==> config.mk <==
export PLATFORM = sky130hd
export DESIGN_NAME = kn_mul_sched
export DESIGN_NICKNAME = d
export VERILOG_FILES = /design/src/rtl/kn_sched_pkg.sv /design/src/rtl/kn_rr_arb.sv /design/src/rtl/kn_mul_sched.sv
export SDC_FILE = /design/constraint.sdc
export NUM_CORES = 1
export LEC_CHECK = 0
export ABC_CLOCK_PERIOD_IN_PS = 3150
export BUFFER_PORTS_ARGS = -buffer_cell sky130_fd_sc_hd__buf_2
export CAP_MARGIN = 15
export CORE_MARGIN = 3
export CORE_UTILIZATION = 36
export DETAILED_ROUTE_END_ITERATION = 8
export PLACE_DENSITY = 0.82
export SYNTH_ARGS = -nofsm -noshare
export SYNTH_HDL_FRONTEND = slang
export SYNTH_SLANG_ARGS = --single-unit
==> constraint.sdc <==
create_clock -name clock -period 3.15 [get_ports clock]
set_clock_uncertainty 0.1 [all_clocks]
set_input_delay 0.63 -clock clock [delete_from_list [all_inputs] [get_ports clock]]
set_output_delay 0.63 -clock clock [all_outputs]
set_load 0.01 [all_outputs]
==> src/rtl/kn_sched_pkg.sv <==
// Shared constants and types for the Kn-scaling pipeline scheduler.
package kn_sched_pkg;

   localparam int unsigned W_DEF       = 12;
   localparam int unsigned NREQ_DEF    = 2;
   localparam int unsigned MUL_LAT_DEF = 4;
   localparam int unsigned CNT_W       = 16;

   // Requester index width, never narrower than one bit
   function automatic int unsigned tag_width(input int unsigned n);
      return (n > 1) ? $clog2(n) : 1;
   endfunction

   localparam int unsigned TAG_W = tag_width(NREQ_DEF);

   typedef logic [TAG_W-1:0] tag_t;

endpackage

==> src/rtl/kn_rr_arb.sv <==
// Round-robin arbiter: one-hot grant, search begins at the priority pointer.
module kn_rr_arb #(
   parameter int unsigned NREQ  = 2,
   parameter int unsigned PTR_W = 1
) (
   input  logic [NREQ-1:0]  req,
   input  logic [PTR_W-1:0] pointer,
   input  logic             ce,
   output logic [NREQ-1:0]  grant
);

   localparam int unsigned IDX_W = PTR_W + 1;

   logic [IDX_W-1:0] idx;
   logic             found;

   // Scan requesters in rotated order, first requester found wins
   always_comb begin
      grant = '0;
      found = 1'b0;
      idx   = '0;
      for (int unsigned i = 0; i < NREQ; i++) begin
         idx = IDX_W'(pointer) + IDX_W'(i);
         if (idx >= IDX_W'(NREQ)) begin
            idx = idx - IDX_W'(NREQ);
         end
         if (ce && !found && req[idx[PTR_W-1:0]]) begin
            grant[idx[PTR_W-1:0]] = 1'b1;
            found                 = 1'b1;
         end
      end
   end

endmodule

==> src/rtl/kn_mul_sched.sv <==
// Schedules NREQ requesters onto one shared Kn-scaling pipeline and routes
// results back by tag. Optional per-requester grant counters are built when
// KN_SCHED_STATS_EN is defined.
module kn_mul_sched
   import kn_sched_pkg::*;
#(
   parameter int unsigned W       = W_DEF,
   parameter int unsigned NREQ    = NREQ_DEF,
   parameter int unsigned MUL_LAT = MUL_LAT_DEF
) (
   input  logic              clock,
   input  logic              reset,
   input  logic [NREQ-1:0]   req_valid,
   input  logic [NREQ*W-1:0] req_data,
   output logic [NREQ-1:0]   req_ready,
   output logic              mul_ce,
   output logic [W-1:0]      mul_in,
   input  logic [W-1:0]      mul_out,
   output logic [NREQ-1:0]   res_valid,
   output logic [W-1:0]      res_data,
   input  logic              res_ready,
   output logic              idle
`ifdef KN_SCHED_STATS_EN
   ,
   output logic [NREQ*CNT_W-1:0] grant_cnt
`endif
);

   localparam int unsigned TW = tag_width(NREQ);

   logic [MUL_LAT-1:0] vld_q;
   logic [MUL_LAT-1:0] vld_d;
   logic [TW-1:0]      tag_q [MUL_LAT];
   logic [TW-1:0]      tag_d [MUL_LAT];
   logic [TW-1:0]      ptr_q;
   logic [TW-1:0]      ptr_d;
   logic [NREQ-1:0]    grant;
   logic [TW-1:0]      gnt_idx;
   logic               stall;
   logic               arb_ce;

   // Result side: decode the last stage, derive stall and the pipeline enable
   always_comb begin
      res_valid = '0;
      if (vld_q[MUL_LAT-1]) begin
         res_valid[tag_q[MUL_LAT-1]] = 1'b1;
      end
      stall    = (|res_valid) & ~res_ready;
      mul_ce   = ~stall;
      res_data = mul_out;
      idle     = ~(|vld_q);
   end

   // No grants while stalled or held in reset
   assign arb_ce = mul_ce & ~reset;

   kn_rr_arb #(
      .NREQ  (NREQ),
      .PTR_W (TW)
   ) u_arb (
      .req     (req_valid),
      .pointer (ptr_q),
      .ce      (arb_ce),
      .grant   (grant)
   );

   // Grant side: steer the granted sample into the pipeline and encode its index
   always_comb begin
      req_ready = grant;
      mul_in    = '0;
      gnt_idx   = '0;
      for (int unsigned i = 0; i < NREQ; i++) begin
         if (grant[i]) begin
            mul_in  = req_data[i*W +: W];
            gnt_idx = TW'(i);
         end
      end
   end

   // Next state: tag pipe advances with the pipeline, pointer moves past the winner
   always_comb begin
      vld_d = vld_q;
      tag_d = tag_q;
      ptr_d = ptr_q;
      if (mul_ce) begin
         for (int unsigned i = 1; i < MUL_LAT; i++) begin
            vld_d[i] = vld_q[i-1];
            tag_d[i] = tag_q[i-1];
         end
         vld_d[0] = |grant;
         tag_d[0] = gnt_idx;
      end
      if (|grant) begin
         ptr_d = (gnt_idx == TW'(NREQ - 1)) ? '0 : gnt_idx + TW'(1);
      end
   end

   // Tag pipe and pointer registers
   always_ff @(posedge clock or posedge reset) begin
      if (reset) begin
         vld_q <= '0;
         ptr_q <= '0;
         for (int unsigned i = 0; i < MUL_LAT; i++) begin
            tag_q[i] <= '0;
         end
      end else begin
         vld_q <= vld_d;
         ptr_q <= ptr_d;
         for (int unsigned i = 0; i < MUL_LAT; i++) begin
            tag_q[i] <= tag_d[i];
         end
      end
   end

`ifdef KN_SCHED_STATS_EN
   logic [CNT_W-1:0] cnt_q [NREQ];
   logic [CNT_W-1:0] cnt_d [NREQ];

   // Saturating per-requester grant counters
   always_comb begin
      cnt_d = cnt_q;
      for (int unsigned i = 0; i < NREQ; i++) begin
         if (grant[i] && (cnt_q[i] != '1)) begin
            cnt_d[i] = cnt_q[i] + CNT_W'(1);
         end
      end
   end

   // Counter registers
   always_ff @(posedge clock or posedge reset) begin
      if (reset) begin
         for (int unsigned i = 0; i < NREQ; i++) begin
            cnt_q[i] <= '0;
         end
      end else begin
         for (int unsigned i = 0; i < NREQ; i++) begin
            cnt_q[i] <= cnt_d[i];
         end
      end
   end

   // Flatten counters onto the output bus
   always_comb begin
      grant_cnt = '0;
      for (int unsigned i = 0; i < NREQ; i++) begin
         grant_cnt[i*CNT_W +: CNT_W] = cnt_q[i];
      end
   end
`endif

endmodule

Yosys cells after proc, flatten, opt, wreduce, memory -nomap -nowiden
Cells that the tools add are included.
{ "totals": {"register_bits": 9, "output_inout_bits": 30} }
{ "op_classes": {"muxes": 20, "magnitude_cmp": 8, "n_addsub": 4, "n_bitwise": 7, "n_reduce_logical": 10} }
{ "op_table": {"columns": ["cell", "count"], "rows": [
  ["$mux W12", 2],
  ["$mux W1", 12],
  ["$logic_and A1 B1 Y1", 6],
  ["$lt A1 B2 Y1 const B", 3],
  ["$mux W2", 3],
  ["$not A1 Y1", 4],
  ["$reduce_or A2 Y1", 2],
  ["$reduce_or A4 Y1", 1],
  ["$demux W1 S1", 3],
  ["$ge A1 B1 Y1 const B", 3],
  ["$add A1 B1 Y2 const B", 1],
  ["$and A1 B1 Y1", 2],
  ["$ge A1 B2 Y1 const B", 1],
  ["$ge A2 B2 Y1 const B", 1],
  ["$or A2 B2 Y2", 1],
  ["$sub A1 B1 Y1 const B", 2],
  ["$add A1 B1 Y1 const B", 1],
  ["$logic_not A1 Y1", 1]
]} }

Depth between registers and ports, before layout
{ "depth": {"ltp_word": 18, "mapped_depth": 4, "ltp_nobuf": 3} }

Modules after synthesis
From an unflattened synthesis, not the netlist that was laid out.
{ "unflattened": {"cells_unflattened": 63, "hier_area_um2": 639.4} }
{ "by_module_without_submodules": {"columns": ["mod", "n_inst", "area_per_inst_um2", "cells_each"], "rows": [
  ["kn_mul_sched", 1, 618.1, 58],
  ["kn_rr_arb", 1, 21.3, 5]
]} }

Worst setup path after synthesis
Ideal clock, no wire load.
{ "synth_path": {"path_kind": "input port to output port", "start": "input req_valid[0]", "end": "output mul_in[0]", "n_path_buf": 1, "path_stages": 4, "path_slack_ns": 0.982, "required_ns": 2.420, "arrival_ns": 1.438, "path_cell_list": "nor2b_1 nor4b_4 buf_4 a22o_2"} }
{ "synth_between": {"elab_chain_cells": 10, "word_cells_on_any_way": 14, "cone_classes": "mux: 9; bitwise: 1; reduce/logical: 4"} }
{ "synth_rtl": {"columns": ["item", "line_no", "rtl"], "rows": [
  ["start, declared", "kn_mul_sched.sv:13", "input logic [NREQ-1:0] req_valid,"],
  ["$mux W1 (implied by the code) (2 in series)", "kn_rr_arb.sv:27", "if (ce && !found && req[idx[PTR_W-1:0]]) begin"],
  ["$logic_and A1 B1 Y1", "kn_rr_arb.sv:27", null],
  ["$mux W1", "kn_rr_arb.sv:27", null],
  ["$logic_not A1 Y1", "kn_rr_arb.sv:27", null],
  ["$logic_and A1 B1 Y1 (2 in series)", "kn_rr_arb.sv:27", null],
  ["$mux W2 *", "kn_rr_arb.sv:27", null],
  ["$mux W12", "kn_mul_sched.sv:73", "if (grant[i]) begin"],
  ["$mux W12 *", "kn_mul_sched.sv:73", null],
  ["end, declared", "kn_mul_sched.sv:17", "output logic [W-1:0] mul_in,"]
]} }
Mark *: on every way between the ends. The rest lies on a longest branch, timed or not. The select of a mux whose other input is x is not followed.

Worst setup path in the final report
{ "layout_path": {"start": "register vld_q[3]", "end": "output mul_in[4]"} }
{ "layout_between": {"elab_chain_cells": 13, "word_cells_on_any_way": 15, "cone_classes": "mux: 6; bitwise: 4; reduce/logical: 5"} }
{ "layout_rtl": {"columns": ["item", "line_no", "rtl"], "rows": [
  ["start, declared", "kn_mul_sched.sv:31", "logic [MUL_LAT-1:0] vld_q;"],
  ["start signal, assigned", "kn_mul_sched.sv:107", "vld_q <= vld_d;"],
  ["$mux W2 *", "kn_mul_sched.sv:45", "if (vld_q[MUL_LAT-1]) begin"],
  ["$reduce_or A2 Y1 *", "kn_mul_sched.sv:48", "stall = (|res_valid) & ~res_ready;"],
  ["$and A1 B1 Y1 *", "kn_mul_sched.sv:48", null],
  ["$not A1 Y1 *", "kn_mul_sched.sv:49", "mul_ce = ~stall;"],
  ["$and A1 B1 Y1 *", "kn_mul_sched.sv:55", "assign arb_ce = mul_ce & ~reset;"],
  ["$logic_and A1 B1 Y1", "kn_rr_arb.sv:27", null],
  ["$mux W1", "kn_rr_arb.sv:27", null],
  ["$logic_not A1 Y1", "kn_rr_arb.sv:27", null],
  ["$logic_and A1 B1 Y1 (2 in series)", "kn_rr_arb.sv:27", null],
  ["$mux W2 *", "kn_rr_arb.sv:27", null],
  ["$mux W12", "kn_mul_sched.sv:73", null],
  ["$mux W12 *", "kn_mul_sched.sv:73", null]
]} }
Mark *: on every way between the ends. The rest lies on a longest branch, timed or not.

==> summary.md <==
| Metric | Value |
|---|---|
| # rows | `14` |
| Final worst-path cycle share | `between 80% and 90%` |
| Vias per cell | `~4.8` |
| IO Port Bufs | `46` |
| Seq pwr share | `a little under two fifths` |
| Reg2Reg Depth | `3` |
| Overall die width | `49.1 um` |
| Layout cells sized above 1 | `between 70% and 80%` |
| Htree depth | `1` |
| Final hold viol count | `0` |
| Status | `complete, no violations` |
| Slew margin rel. | `51.7%` |
| CTS tree | `yes` |
| First-pass GRT wire length | `~2.7 mm` |
| Leak Pwr | `between 0.4 and 0.5 nW` |
| Total GRT Usage | `between 10% and 20%` |
| Sw frac | `between 30% and 40%` |
| Synth Instances | `between 50 and 60` |
| Cts repair resizes | `0` |
| Final HPWL from detailed placement | `roughly 1.3 mm` |
| CP max FO | `13` |
| Comb pwr share | `between 40% and 50%` |
| IO Count | `between 70 and 80` |
| Sequential-to-total area share from yosys stat | `about a third` |
| ANT cells | `0` |
| Initial Utilization | `41.0%` |
| Number of global-route vias before repair | `629` |
| Total grt overflow | `0` |
| Synth Register Bits | `9` |
| Internal Power | `between 0.3 and 0.4 mW` |
| Worst hold margin | `~0.31 ns` |
| Post-Synth Simple-Gate Area | `around 13%` |
| Clk_lat worst skew | `roughly 0.25 ns` |
| Mapped Nets | `100` |
| Hold Path Class | `input pin to asynchronous set/reset pin` |
| Antenna violations before repair | `0` |
| Xor/xnor share of the synthesized area | `0%` |
| Nets | `around 140` |
| Core area | `1630 um2` |
| Switching power | `around 0.18 mW` |
| FMAX | `roughly 0.38 GHz` |
| Clk network pwr share | `roughly 17%` |
| Setup TNS | `0 ns` |
| Max-Cap Viols | `0` |
| Crit Path Class | `flop to output port` |
| Largest family of logic cells by synthesized area | `compound AO/OA/AOI/OAI gates` |
| Crit path to | `mul_in[4]` |
| Fin. max-slew vios | `0` |
| DRT iter0 DRCs | `6` |
| Total wire length | `about 1.6 mm` |
| Yosys warns | `0` |
| Die height | `approximately 50 um` |
| Fraction of synthesized area in multiplexers | `around 8.4%` |
| Post-route minimum period | `2.65 ns` |
| Compound-gate portion of the synthesized area | `about a quarter` |
| GPL Wtd Cong | `approximately 0.69` |
| Setup violations, final | `0` |
| Cell Area, Synth | `between 600 and 700 um2` |
| Via count | `570` |
| WL per Instance | `13.2 um` |
| Clk slew on worst S/H paths | `roughly 0.070 ns` |
| Remaining DRCs | `0` |
| Total CTS buffers | `3` |
| RSZ-0062 raised after global routing | `false` |
| Root Buffer | `clkbuf_4` |
| Worst-Margin Slew | `between 0.7 and 0.8 ns` |
| Reg2reg start | `vld_q[3]` |
| P&R area growth vs syn | `26.0%` |
| CP endpoint kind | `output port` |
| Clock Tree Buf Depth | `2` |
| Synth Area in Adders | `0%` |
| CP Launch Type | `flop` |
| Die area | `2410 um2` |
| Final ANT Viol Nets | `0` |
| Post-synth cell types | `21` |
| Power per Cell Area | `between 500 and 600 nW/um2` |
| Reg2reg end | `ptr_q` |
| Critical Path RT | `about 2.4 ns` |
| Pre-Repair DR Iteration Count | `2` |
| CP Data Arrival Time | `between 1.5 and 2 ns` |
| Setup Fix Bufs, Post-CTS | `0` |
| Worst Setup SP | `vld_q[3]` |
| Synth Area per Inst | `11.3 um2` |
| Max IR drop VDD | `around 260 uV` |
| Reg2Reg Setup Slack | `1.70 ns` |
| CTS sink count | `9` |
| # hold bufs at CTS | `0` |
| Pin count of the biggest net entering global routing | `14` |
## how the worst min path moves through the flow
stage | from | end
final | reset | tag_q[1]
after global routing | reset | tag_q[1]
after CTS | reset | tag_q[1]
after detailed placement | vld_q[2] | vld_q[3]
after global placement | tag_q[3] | tag_q[3]
after floorplan | tag_q[3] | tag_q[3]
## power groups by stage
stage / clock [mW] / combinational, mW / sequential (mW)
6_report: 0.0874 / 0.224 / 0.193
3_3_place_gp: 0 / 0.222 / 0.191
3_5_place_dp: 0 / 0.226 / 0.196
4_1_cts: 0.0899 / 0.227 / 0.194
2_1_floorplan: 0 / 0.178 / 0.185
5_1_grt: 0.101 / 0.246 / 0.201
## flip-flops by register name, indices dropped and copies added, names as in the netlist
signal / count
ptr_q: 1
vld_q: 4
tag_q: 4
## logic make-up after synthesis
| kind of cell | count (synthesis) |
|---|---|
| buffers and inverters | 19 |
| AOI/OAI and AO/OA | 16 |
| and+or+nand+nor | 10 |
| DFF | 9 |
| muxes | 5 |
## stage by stage
step	cells	setup slack [ns]	instance area, um2	power [mW]	util (%)
2_1_floorplan	59	0.982	668	0.363	-
3_3_place_gp	114	0.545	815	0.413	50.0
3_5_place_dp	114	0.518	815	0.423	50.0
4_1_cts	118	0.474	842	0.511	51.7
5_1_grt	118	0.311	842	0.548	51.7
6_report	118	0.502	842	0.504	51.7
## synthesized netlist by cell type
cell        n  area share, %
a22o_1      3            3.9
nand2_1     1           0.56
nor2b_1     2            1.9
nor4_1      1           0.94
or2_2       1           0.94
mux2_2      5            8.4
inv_1       3            1.7
nor2_1      1           0.56
buf_2       1           0.75
a32o_1      1            1.5
or3b_2      1            1.3
nor4b_4     1            3.6
a22o_2      9             13
and2_1      1           0.94
a21o_1      1            1.1
dfrtp_1     9             34
a2111oi_4   1            4.1
o31ai_1     1            1.1
nor2b_4     1            2.1
buf_6       1            1.7
buf_4      14             16
## critical path, cell delays in order, from the launching register on
cell	delay, ns
dfrtp_1	0.40
nor2b_4	0.19
a2111oi_4	0.70
a22o_2	0.25
buf_2	0.12
## layout by cell type, fill, tap and decap left out
master	instances
buf_2	46
a22o_2	9
dfrtp_1	9
mux2_2	5
inv_1	3
a22o_1	3
clkbuf_4	3
nor2b_1	2
nor2b_4	1
nor4b_4	1
a21o_1	1
or2_2	1
nor2_1	1
nand2_1	1
o31ai_1	1
a2111oi_4	1
nor4_1	1
or3b_2	1
a32o_1	1
and2_1	1
clkinv_2	1
buf_4	1
## final cells by class
| class | instances | area, um2 |
|---|---|---|
| clock inverters | 1 | 5.00 |
| clock buffers | 3 | 22.5 |
| inverters | 3 | 11.3 |
| multi-input cells | 31 | 310 |
| flip-flops and latches | 9 | 225 |
| fillers | 150 | 787 |
| well taps | 24 | 30.0 |
| repair buffers | 47 | 238 |
## layer usage
metal / routed length [um] / track usage, % / share of wire (%)
met1: 611 / 14.2 / 39
met2: 747 / 25.2 / 48
met3: 179 / 4.28 / 11
met4: 19 / 7.58 / 1.2
met5: 0 / 0 / 0
Note: power is estimated with default switching activity, not from simulation.
